$ cat src/rtl/saturn_bus_pkg.sv
`default_nettype none
// ============================================================================
// Module  : saturn_bus_pkg
// Brief   : Shared bus command codes, FSM states and sizing constants.
// Revision: 1.0
// ============================================================================
package saturn_bus_pkg;

    localparam int ADDR_W    = 20;
    localparam int MAX_NIB   = 16;
    localparam int LOAD_NIBS = ADDR_W / 4;

    typedef enum logic [3:0] {
        BUS_NOP      = 4'd0,
        BUS_PC_READ  = 4'd1,
        BUS_DP_READ  = 4'd2,
        BUS_DP_WRITE = 4'd3,
        BUS_LOAD_PC  = 4'd4,
        BUS_LOAD_DP  = 4'd5
    } bus_cmd_t;

    typedef enum logic [1:0] {
        ST_IDLE      = 2'd0,
        ST_LOAD_ADDR = 2'd1,
        ST_XFER      = 2'd2,
        ST_RESP      = 2'd3
    } bus_state_t;

endpackage
`default_nettype wire

$ cat src/rtl/saturn_bus_ptr.sv
`default_nettype none
// ============================================================================
// Module  : saturn_bus_ptr
// Brief   : Bus-side address pointer mirror (nibble shift-in load, increment).
// Revision: 1.0
// ============================================================================
module saturn_bus_ptr
    import saturn_bus_pkg::*;
(
    input  logic              i_clk,
    input  logic              i_reset,
    input  logic              i_load,
    input  logic              i_load_last,
    input  logic [3:0]        i_load_nib,
    input  logic              i_inc,
    input  logic [ADDR_W-1:0] i_cmp_addr,
    output logic              o_match
);

    localparam logic [ADDR_W-1:0] C_ONE = {{(ADDR_W-1){1'b0}}, 1'b1};

    logic [ADDR_W-1:0] r_ptr;
    logic              r_valid;

    // Load nibbles arrive low first, so shift them in from the top.
    always_ff @(posedge i_clk) begin
        if (i_reset) begin
            r_ptr   <= '0;
            r_valid <= 1'b0;
        end else if (i_load) begin
            r_ptr   <= {i_load_nib, r_ptr[ADDR_W-1:4]};
            r_valid <= i_load_last;
        end else if (i_inc) begin
            r_ptr   <= r_ptr + C_ONE;
        end
    end

    assign o_match = r_valid && (r_ptr == i_cmp_addr);

endmodule
`default_nettype wire

$ cat src/rtl/saturn_bus_ctrl.sv
`default_nettype none
// ============================================================================
// Module  : saturn_bus_ctrl
// Brief   : Arbitrates fetch and data transfers onto the HP48 nibble bus.
// Revision: 1.0
// ============================================================================
module saturn_bus_ctrl
    import saturn_bus_pkg::*;
(
    input  logic              i_clk,
    input  logic              i_reset,
    input  logic              i_en_bus_send,
    input  logic              i_en_bus_recv,
    input  logic              i_fetch_req,
    input  logic [ADDR_W-1:0] i_pc,
    output logic [3:0]        o_fetch_nibble,
    output logic              o_fetch_valid,
    input  logic              i_data_req,
    input  logic              i_data_we,
    input  logic [ADDR_W-1:0] i_data_addr,
    input  logic [3:0]        i_data_len,
    input  logic [63:0]       i_data_wdata,
    output logic [63:0]       o_data_rdata,
    output logic              o_data_done,
    output logic              o_stall_dec,
    output logic              o_bus_strobe,
    output logic [3:0]        o_bus_cmd,
    output logic [3:0]        o_bus_nibble_out,
    input  logic [3:0]        i_bus_nibble_in
);

    bus_state_t        r_state, w_next;
    logic              r_dp, r_we, r_rd_pend;
    logic [ADDR_W-1:0] r_addr;
    logic [3:0]        r_len;
    logic [63:0]       r_wdata, r_rdata;
    logic [4:0]        r_idx;
    logic [2:0]        r_load_cnt;
    logic [3:0]        r_fetch_nib, r_nib_out;
    logic              r_fetch_valid, r_done, r_stall, r_strobe;
    bus_cmd_t          r_cmd;

    logic              w_accept, w_hit, w_pc_match, w_dp_match;
    logic [ADDR_W-1:0] w_req_addr;
    logic              w_cur_dp, w_cur_we;
    logic [3:0]        w_cur_len, w_cur_idx, w_nib, w_rd_idx;
    logic [63:0]       w_cur_wdata;
    logic              w_issue, w_load, w_load_last, w_finish;
    bus_cmd_t          w_cmd;

    assign w_req_addr = i_data_req ? i_data_addr : i_pc;
    assign w_accept   = (r_state == ST_IDLE) && i_en_bus_send && (i_data_req || i_fetch_req);
    assign w_hit      = i_data_req ? w_dp_match : w_pc_match;
    assign w_rd_idx   = r_idx[3:0] - 4'd1;
    assign w_finish   = (w_next == ST_RESP) && (r_state != ST_RESP);

    saturn_bus_ptr u_pc_ptr (
        .i_clk       (i_clk),
        .i_reset     (i_reset),
        .i_load      (w_load && !r_dp),
        .i_load_last (w_load_last),
        .i_load_nib  (w_nib),
        .i_inc       (w_issue && !w_cur_dp),
        .i_cmp_addr  (w_req_addr),
        .o_match     (w_pc_match)
    );

    saturn_bus_ptr u_dp_ptr (
        .i_clk       (i_clk),
        .i_reset     (i_reset),
        .i_load      (w_load && r_dp),
        .i_load_last (w_load_last),
        .i_load_nib  (w_nib),
        .i_inc       (w_issue && w_cur_dp),
        .i_cmp_addr  (w_req_addr),
        .o_match     (w_dp_match)
    );

    always_ff @(posedge i_clk) begin
        if (i_reset) r_state <= ST_IDLE;
        else         r_state <= w_next;
    end

    // In IDLE the "current" transfer is the incoming request, so a pointer hit
    // can issue its first command on the accepting strobe.
    always_comb begin
        w_next      = r_state;
        w_issue     = 1'b0;
        w_load      = 1'b0;
        w_load_last = 1'b0;
        w_cmd       = BUS_NOP;
        w_nib       = 4'h0;
        w_cur_dp    = r_dp;
        w_cur_we    = r_we;
        w_cur_len   = r_len;
        w_cur_idx   = r_idx[3:0];
        w_cur_wdata = r_wdata;
        case (r_state)
            ST_IDLE: begin
                w_cur_dp    = i_data_req;
                w_cur_we    = i_data_req && i_data_we;
                w_cur_len   = i_data_req ? i_data_len : 4'd0;
                w_cur_idx   = 4'd0;
                w_cur_wdata = i_data_wdata;
                if (w_accept) begin
                    if (w_hit) begin
                        w_issue = 1'b1;
                        w_next  = (w_cur_we && (w_cur_len == 4'd0)) ? ST_RESP : ST_XFER;
                    end else begin
                        w_next  = ST_LOAD_ADDR;
                    end
                end
            end
            ST_LOAD_ADDR: begin
                if (i_en_bus_send) begin
                    w_load      = 1'b1;
                    w_load_last = (r_load_cnt == 3'(LOAD_NIBS - 1));
                    w_cmd       = r_dp ? BUS_LOAD_DP : BUS_LOAD_PC;
                    w_nib       = r_addr[{r_load_cnt, 2'b00} +: 4];
                    if (w_load_last) w_next = ST_XFER;
                end
            end
            ST_XFER: begin
                if (i_en_bus_send && !r_rd_pend && (r_idx <= {1'b0, r_len})) begin
                    w_issue = 1'b1;
                    if (r_we && (r_idx[3:0] == r_len)) w_next = ST_RESP;
                end else if (i_en_bus_recv && r_rd_pend && (r_idx == {1'b0, r_len} + 5'd1)) begin
                    w_next = ST_RESP;
                end
            end
            default: w_next = ST_IDLE;
        endcase
        if (w_issue) begin
            w_cmd = w_cur_dp ? (w_cur_we ? BUS_DP_WRITE : BUS_DP_READ) : BUS_PC_READ;
            w_nib = w_cur_we ? w_cur_wdata[{w_cur_idx, 2'b00} +: 4] : 4'h0;
        end
    end

    always_ff @(posedge i_clk) begin
        if (i_reset) begin
            r_dp          <= 1'b0;
            r_we          <= 1'b0;
            r_rd_pend     <= 1'b0;
            r_addr        <= '0;
            r_len         <= '0;
            r_wdata       <= '0;
            r_rdata       <= '0;
            r_idx         <= '0;
            r_load_cnt    <= '0;
            r_fetch_nib   <= '0;
            r_nib_out     <= '0;
            r_fetch_valid <= 1'b0;
            r_done        <= 1'b0;
            r_stall       <= 1'b0;
            r_strobe      <= 1'b0;
            r_cmd         <= BUS_NOP;
        end else begin
            r_strobe      <= w_issue || w_load;
            r_cmd         <= w_cmd;
            r_nib_out     <= w_nib;
            r_fetch_valid <= w_finish && !w_cur_dp;
            r_done        <= w_finish && w_cur_dp;
            if (w_accept) begin
                r_dp       <= i_data_req;
                r_we       <= w_cur_we;
                r_addr     <= w_req_addr;
                r_len      <= w_cur_len;
                r_wdata    <= i_data_wdata;
                r_load_cnt <= '0;
                r_idx      <= w_hit ? 5'd1 : 5'd0;
                r_rd_pend  <= w_hit && !w_cur_we;
                r_stall    <= i_data_req && !w_finish;
                if (i_data_req) r_rdata <= '0;
            end else begin
                if (w_load) r_load_cnt <= r_load_cnt + 3'd1;
                if (w_issue) begin
                    r_idx     <= r_idx + 5'd1;
                    r_rd_pend <= !r_we;
                end else if (i_en_bus_recv && r_rd_pend) begin
                    r_rd_pend <= 1'b0;
                    if (r_dp) r_rdata[{w_rd_idx, 2'b00} +: 4] <= i_bus_nibble_in;
                    else      r_fetch_nib                     <= i_bus_nibble_in;
                end
                if (w_finish) r_stall <= 1'b0;
            end
        end
    end

    assign o_fetch_nibble   = r_fetch_nib;
    assign o_fetch_valid    = r_fetch_valid;
    assign o_data_rdata     = r_rdata;
    assign o_data_done      = r_done;
    assign o_stall_dec      = r_stall;
    assign o_bus_strobe     = r_strobe;
    assign o_bus_cmd        = r_cmd;
    assign o_bus_nibble_out = r_nib_out;

endmodule
`default_nettype wire
$ cat config.mk
export PLATFORM = sky130hd
export DESIGN_NAME = saturn_bus_ctrl
export DESIGN_NICKNAME = d
export VERILOG_FILES = /design/src/rtl/saturn_bus_pkg.sv /design/src/rtl/saturn_bus_ptr.sv /design/src/rtl/saturn_bus_ctrl.sv
export SDC_FILE = /design/constraint.sdc
export NUM_CORES = 1
export LEC_CHECK = 0
export ABC_AREA = 1
export CORE_MARGIN = 5
export CORE_UTILIZATION = 52
export DETAILED_ROUTE_END_ITERATION = 16
export PLACE_DENSITY = 0.88
export RECOVER_POWER = 100
export SYNTH_ARGS = -nofsm -noshare
export SYNTH_HDL_FRONTEND = slang
export SYNTH_SLANG_ARGS = --single-unit
$ cat constraint.sdc
create_clock -name i_clk -period 4 [get_ports i_clk]
set_clock_uncertainty 0.2 [all_clocks]
set_input_delay 0.6 -clock i_clk [delete_from_list [all_inputs] [get_ports i_clk]]
set_output_delay 0.6 -clock i_clk [all_outputs]
set_load 0.01 [all_outputs]
; ---- After elaboration in Yosys (flattened, before gate mapping)
; Index checks and enable logic that the tools add are counted.
[totals]
register_bits = 223
input_bits = 119
output_inout_bits = 80
elab_cells = 140
[classes]
addsub = 7
order_cmp = 1
eq_ne = 11
shifts = 4
muxes = 52
bitwise = 3
n_reduce_logical = 41
[ops]
columns = cell, n
row1 = $mux 64, 6
row2 = $mux 20, 5
row3 = $bwmux 64, 1
row4 = $shift 4x8->64 const A, 1
row5 = $shiftx 4x8->64, 1
row6 = $shiftx 64x7->4, 1
row7 = $add 20x1->20 const B, 2
row8 = $eq 20x20->1, 2
row9 = $mux 4, 7
row10 = $logic_and 1x1->1, 20
row11 = $shiftx 20x6->4, 1
row12 = $mux 1, 19
row13 = $mux 2, 8
row14 = $reduce_bool 2->1, 6
row15 = $mux 5, 2
row16 = $neg 6->8, 1
row17 = $reduce_and 4->1, 2
row18 = $logic_not 1->1, 6
row19 = $mux 3, 2
row20 = $ne 2x2->1 const B, 3
row21 = $pmux 2 s3, 1
row22 = $add 4x1->5 const B, 1
row23 = $add 5x1->5 const B, 1
row24 = $eq 5x5->1, 1
row25 = other kinds (15), 19

; ---- Longest topological paths before layout
[depth]
word_depth = 12
depth_mapped = 20
mapped_depth_nobuf = 17

; ---- Hierarchy
; A second synthesis with hierarchy kept.
[unflattened]
cells_unflattened = 1849
area_unflattened_um2 = 12056.6
[modules_own_cells]
columns = mod, instances, cells_each, area_each_um2, seq_area_each_um2
row1 = saturn_bus_ctrl, 1, 1333, 8826.0, 3603.5
row2 = saturn_bus_ptr, 2, 258, 1615.3, 420.4

; ---- Worst setup path after synthesis
; OpenSTA, ideal clock, no wires.
[synth_timing]
path_type = register to register
from = register r_idx[0]
to = register r_rdata[20] (netlist: o_data_rdata[20])
setup_ns = 0.132
arrival_ns = 2.537
required_time_ns = 3.668
setup_slack_ns = 1.131
stages_incl_launch_ff = 16
n_path_buf = 2
synth_period_minus_slack_ns = 2.869
cell_sequence = dfxtp_1 buf_4 inv_2 clkbuf_1 ha_1 xor2_1 inv_1 or2_1 nand2_2 inv_2 nor2_1 nand2_1 nor2_1 o21ai_0 nand2_1 a21oi_1
[synth_via]
elab_chain_len = 8
word_cells_on_any_way = 15
classes_between = add/sub (2) / order compare (1) / eq/ne (1) / shift (2) / mux (7) / reduce/logical (2)
[synth_lines]
columns = element, line_no
row1 = start: declaration, saturn_bus_ctrl.sv:37  ; logic [4:0] r_idx;
row2 = start signal: assignment, saturn_bus_ctrl.sv:170  ; r_idx <= w_hit ? 5'd1 : 5'd0;
row3 = start signal: assignment, saturn_bus_ctrl.sv:177  ; r_idx <= r_idx + 5'd1;
row4 = $sub 4x1->4, saturn_bus_ctrl.sv:54  ; assign w_rd_idx = r_idx[3:0] - 4'd1;
row5 = $neg 6->8, saturn_bus_ctrl.sv:181  ; if (r_dp) r_rdata[{w_rd_idx, 2'b00} +: 4] <= i_bus_nibble_in;
row6 = $shiftx 4x8->64 / $shift 4x8->64 (equally long branches), saturn_bus_ctrl.sv:181
row7 = $bwmux 64, saturn_bus_ctrl.sv:181
row8 = $mux 64, saturn_bus_ctrl.sv:181
row9 = $mux 64, saturn_bus_ctrl.sv:179  ; end else if (i_en_bus_recv && r_rd_pend) begin
row10 = $mux 64, saturn_bus_ctrl.sv:176  ; if (w_issue) begin
row11 = $mux 64, saturn_bus_ctrl.sv:163  ; if (w_accept) begin
row12 = end signal: indexed assignment, saturn_bus_ctrl.sv:181
row13 = end: declaration, saturn_bus_ctrl.sv:36  ; logic [63:0] r_wdata, r_rdata;
; Several ways; a longest one is shown, not always the timed one. The select of a mux whose other input is x is not followed.
; A chain may end at the register's enable or synchronous reset.

; ---- Final worst setup path
[layout_timing]
from = input port i_data_req
to = register u_pc_ptr.r_ptr[7]
[layout_via]
elab_chain_len = 9
word_cells_on_any_way = 15
classes_between = eq/ne (2) / mux (6) / reduce/logical (7)
[layout_lines]
columns = element, line_no
row1 = start: declaration, saturn_bus_ctrl.sv:18  ; input logic i_data_req,
row2 = $mux 20, saturn_bus_ctrl.sv:51  ; assign w_req_addr = i_data_req ? i_data_addr : i_pc;
row3 = $eq 20x20->1, saturn_bus_ptr.sv:38  ; assign o_match = r_valid && (r_ptr == i_cmp_addr);
row4 = $logic_and 1x1->1, saturn_bus_ptr.sv:38
row5 = $mux 1, saturn_bus_ctrl.sv:53  ; assign w_hit = i_data_req ? w_dp_match : w_pc_match;
row6 = $mux 1, saturn_bus_ctrl.sv:106  ; if (w_hit) begin
row7 = $mux 1, saturn_bus_ctrl.sv:105  ; if (w_accept) begin
row8 = $pmux 1 s2, saturn_bus_ctrl.sv:98  ; case (r_state)
row9 = $logic_and 1x1->1 *, saturn_bus_ctrl.sv:63  ; .i_inc (w_issue && !w_cur_dp),
row10 = $reduce_bool 2->1 (no source line) *, --
row11 = end signal: assignment, saturn_bus_ptr.sv:31  ; r_ptr <= {i_load_nib, r_ptr[ADDR_W-1:4]};
row12 = end signal: assignment, saturn_bus_ptr.sv:34  ; r_ptr <= r_ptr + C_ONE;
row13 = end: declaration, saturn_bus_ptr.sv:22  ; logic [ADDR_W-1:0] r_ptr;
; Every way passes the cells marked *; elsewhere a longest branch is shown, timed or not.

==> metrics.txt <==
status completed; Global Route Usage Sum 0.289; Slew @ Worst Pin ~1.5 ns; worst min path class flop to flop; Max Fclk between 200 and 300 MHz; final core occ 0.655; TritonRoute pass-1 iters 6; setup slack, reg-to-reg around 0.68 ns; critical path's top delay family simple AND/OR/NAND/NOR gates; syn avg cell area between 6 and 7 um^2; die area roughly 26000 um^2; post-cts sizing count 0; Site Rows between 50 and 60; DR vias between 10000 and 15000; Setup-failing EPs final 0; crit share post-route 0.886; register area 4440 um^2; Worst setup EP type flop; WL final approximately 40000 um; metal2 WL 18700 um; # fillers 1934; I/O pins between 150 and 200; CP max-delay cell dlygate4sd3_1; top layer in use met4; CTS tree yes; Yosys cell types 45; metal3 WL approximately 3200 um; DRT met1 WL about 16000 um; Reg clk slew, reported paths ~0.06 ns; final hold vios 0; Mapped Area approximately 12000 um^2; Crit Path Max Fanout 34; antenna cells 0; gp weighted congestion around 0.99; area of the multi-input gates roughly 6500 um^2; Max rail drop VDD 0.000273 V; largest net degree at the start of global routing 81; DRC viols 0; Hold Path Depth 2; Nets 2097; setup TNS 0 ns; most frequent CP cell nand2_1; initial antenna violation count 0; first-pass GRT wire length 62500 um; Hold EP r_wdata[6]; initial core utilization 0.527; Startpoint Class primary input; Final Slew Violations 0; critical path arrival around 3.8 ns; detailed placer's ending HPWL 28800 um; Hold Crit Start r_wdata[6]; worst r2r path cells 12; Critical R2R Capture o_data_rdata[47]; delay of the slowest critical-path stage about 0.90 ns; Slew headroom 0.00379; RSZ-0062 raised after global routing false; Die W 161 um; commonest non-fill, non-tap cell in the layout nand2_1; vias in the first global route approximately 12000; share of layout cells above drive strength 1 0.0551; Routed Antenna Nets 0; Mapped Nets just under 2000; post-synth top area cell dfxtp_1; area delta synth->final 24.2%; Max Buffers Root-to-Sink 3; Power Density between 300 and 400 nW/um^2; WP buf/inv 2; Leakage approximately 6 nW; CP cell instances dlygate4sd3_1, inv_6, nand2_1, nand2_1, nand2_1, nand2_1, nor2_1, nand2_1, nor2_1, nand3_1, nand2_1, nand2_4, nand2_8, nand2_4, nand2_2, o21ai_0, a21oi_1; FF-to-FF Start r_idx[0]; H-Tree Depth 1; grt ovf 0; Post-CTS Hold Fix Bufs 0; root buf cell clkbuf_16; cells taking the most area after synthesis dfxtp_1 (37%), nand2_1 (14%), nor2_1 (7.3%); Sink Count 222; sequential cell area fraction in the yosys report 0.372; max-cap viol count 0; critical path class primary input to flop; commonest cells after routing, fill and taps aside nand2_1 (434), nor2_1 (232), dfxtp_1 (222), a21oi_1 (157), nand3_1 (156); DRT iter0 DRCs between 1000 and 1500; #FFs+latches synth between 200 and 250; number of port buffers slightly below 200; Syn Inst Count 1806; post-synth top area share 0.372; Via-to-Cell Ratio 5.76; synth warn 0; worst skew pair latency 0.53 ns; Final min period ~3.5 ns; Worst EP required about 4.2 ns; setup bufs post-CTS 0; Avg WL per Cell around 18 um; Num CTS Buffers 24; core footprint ~23000 um^2; DIE HEIGHT around 160 um
## state kept, by name, indices dropped and copies added (netlist names), 2 cells and up
name	flops
o_fetch_nibble	4
r_state	2
r_wdata	64
u_pc_ptr.r_ptr	20
r_len	4
r_load_cnt	3
u_dp_ptr.r_ptr	20
r_idx	5
o_bus_nibble_out	4
o_bus_cmd	3
o_data_rdata	64
r_addr	20
## worst reg2reg max path, delay by kind of cell (launching register included)
| kind | cells | cell delay (ns) |
|---|---|---|
| AND/OR/NAND/NOR | 4 | 0.85 |
| buffers and inverters | 4 | 0.85 |
| flip-flops | 1 | 0.32 |
| AO/OA/AOI/OAI | 3 | 0.56 |
| XOR/XNOR | 1 | 0.37 |
## cell families (layout without fill, tap and decap cells)
kind of cell / after synthesis / count (layout) / share of synthesized area
adder cells (fa/ha/maj): 15 / 15 / 0.0157
XOR/XNOR: 41 / 41 / 0.0301
buffers and inverters: 247 / 419 / 0.0863
other: 1 / 1 / 0.000314
AO/OA/AOI/OAI: 357 / 357 / 0.163
AND/OR/NAND/NOR: 923 / 923 / 0.332
flip-flops: 222 / 222 / 0.372
## layout make-up
type,instances,share of cell area
clock buffer,28,0.0429
clock inverter,13,0.0142
inverter,157,0.0402
multi-input combinational,1337,0.435
sequential,222,0.300
tap,285,0.0241
timing repair buffer,221,0.144
## synth_stat cells (all sizes together)
master  count
a211oi      2
a31oi      14
o221ai     14
o22ai       3
clkbuf     65
nand2     463
a21oi     160
inv       154
xnor2       3
nand3     157
nand3b      2
o21ai     145
buf        25
nor4        6
or2         5
o211ai     15
clkinv      3
nor2      235
a22oi       3
dfxtp     222
ha         15
nor3       42
o21a        1
conb        1
or3         1
xor2       38
nand4      10
nor3b       2
## layer usage
metal  global-route usage  vias up
met1                0.364     5943
met3               0.0426      146
met4                0.132        0
met2                0.489      734
met5                    0        -
li1                     -     6213
## how the worst max path moves through the flow
stage | start | endpoint | depth (start not counted)
finish | i_data_req | u_pc_ptr.r_ptr[7] | 17
floorplan | r_idx[0] | o_data_rdata[20] | 15
detailed placement | i_data_req | u_pc_ptr.r_ptr[7] | 17
global placement | i_data_req | u_pc_ptr.r_ptr[8] | 16
CTS | i_data_req | u_pc_ptr.r_ptr[7] | 17
global route | i_data_req | r_wdata[26] | 8
## power breakdown
part	switching, mW	internal [mW]
logic	0.380	0.237
registers	0.0418	2.29
clock network	0.913	1.46
## through the flow
step                      power [mW]  worst slack (ns)  hold WS (ns)  cell area (um^2)  std cells
after global routing            5.49             0.195         0.271             14800       2263
after floorplan                 2.73              1.13         0.225             11900       1806
after CTS                       5.33             0.660         0.259             14900       2263
after detailed placement        2.98             0.134         0.245             14000       2222
final                           5.32             0.455         0.256             14800       2263
after global placement          2.97             0.260         0.236             14000       2222
Power figures use the tool's default switching activity.
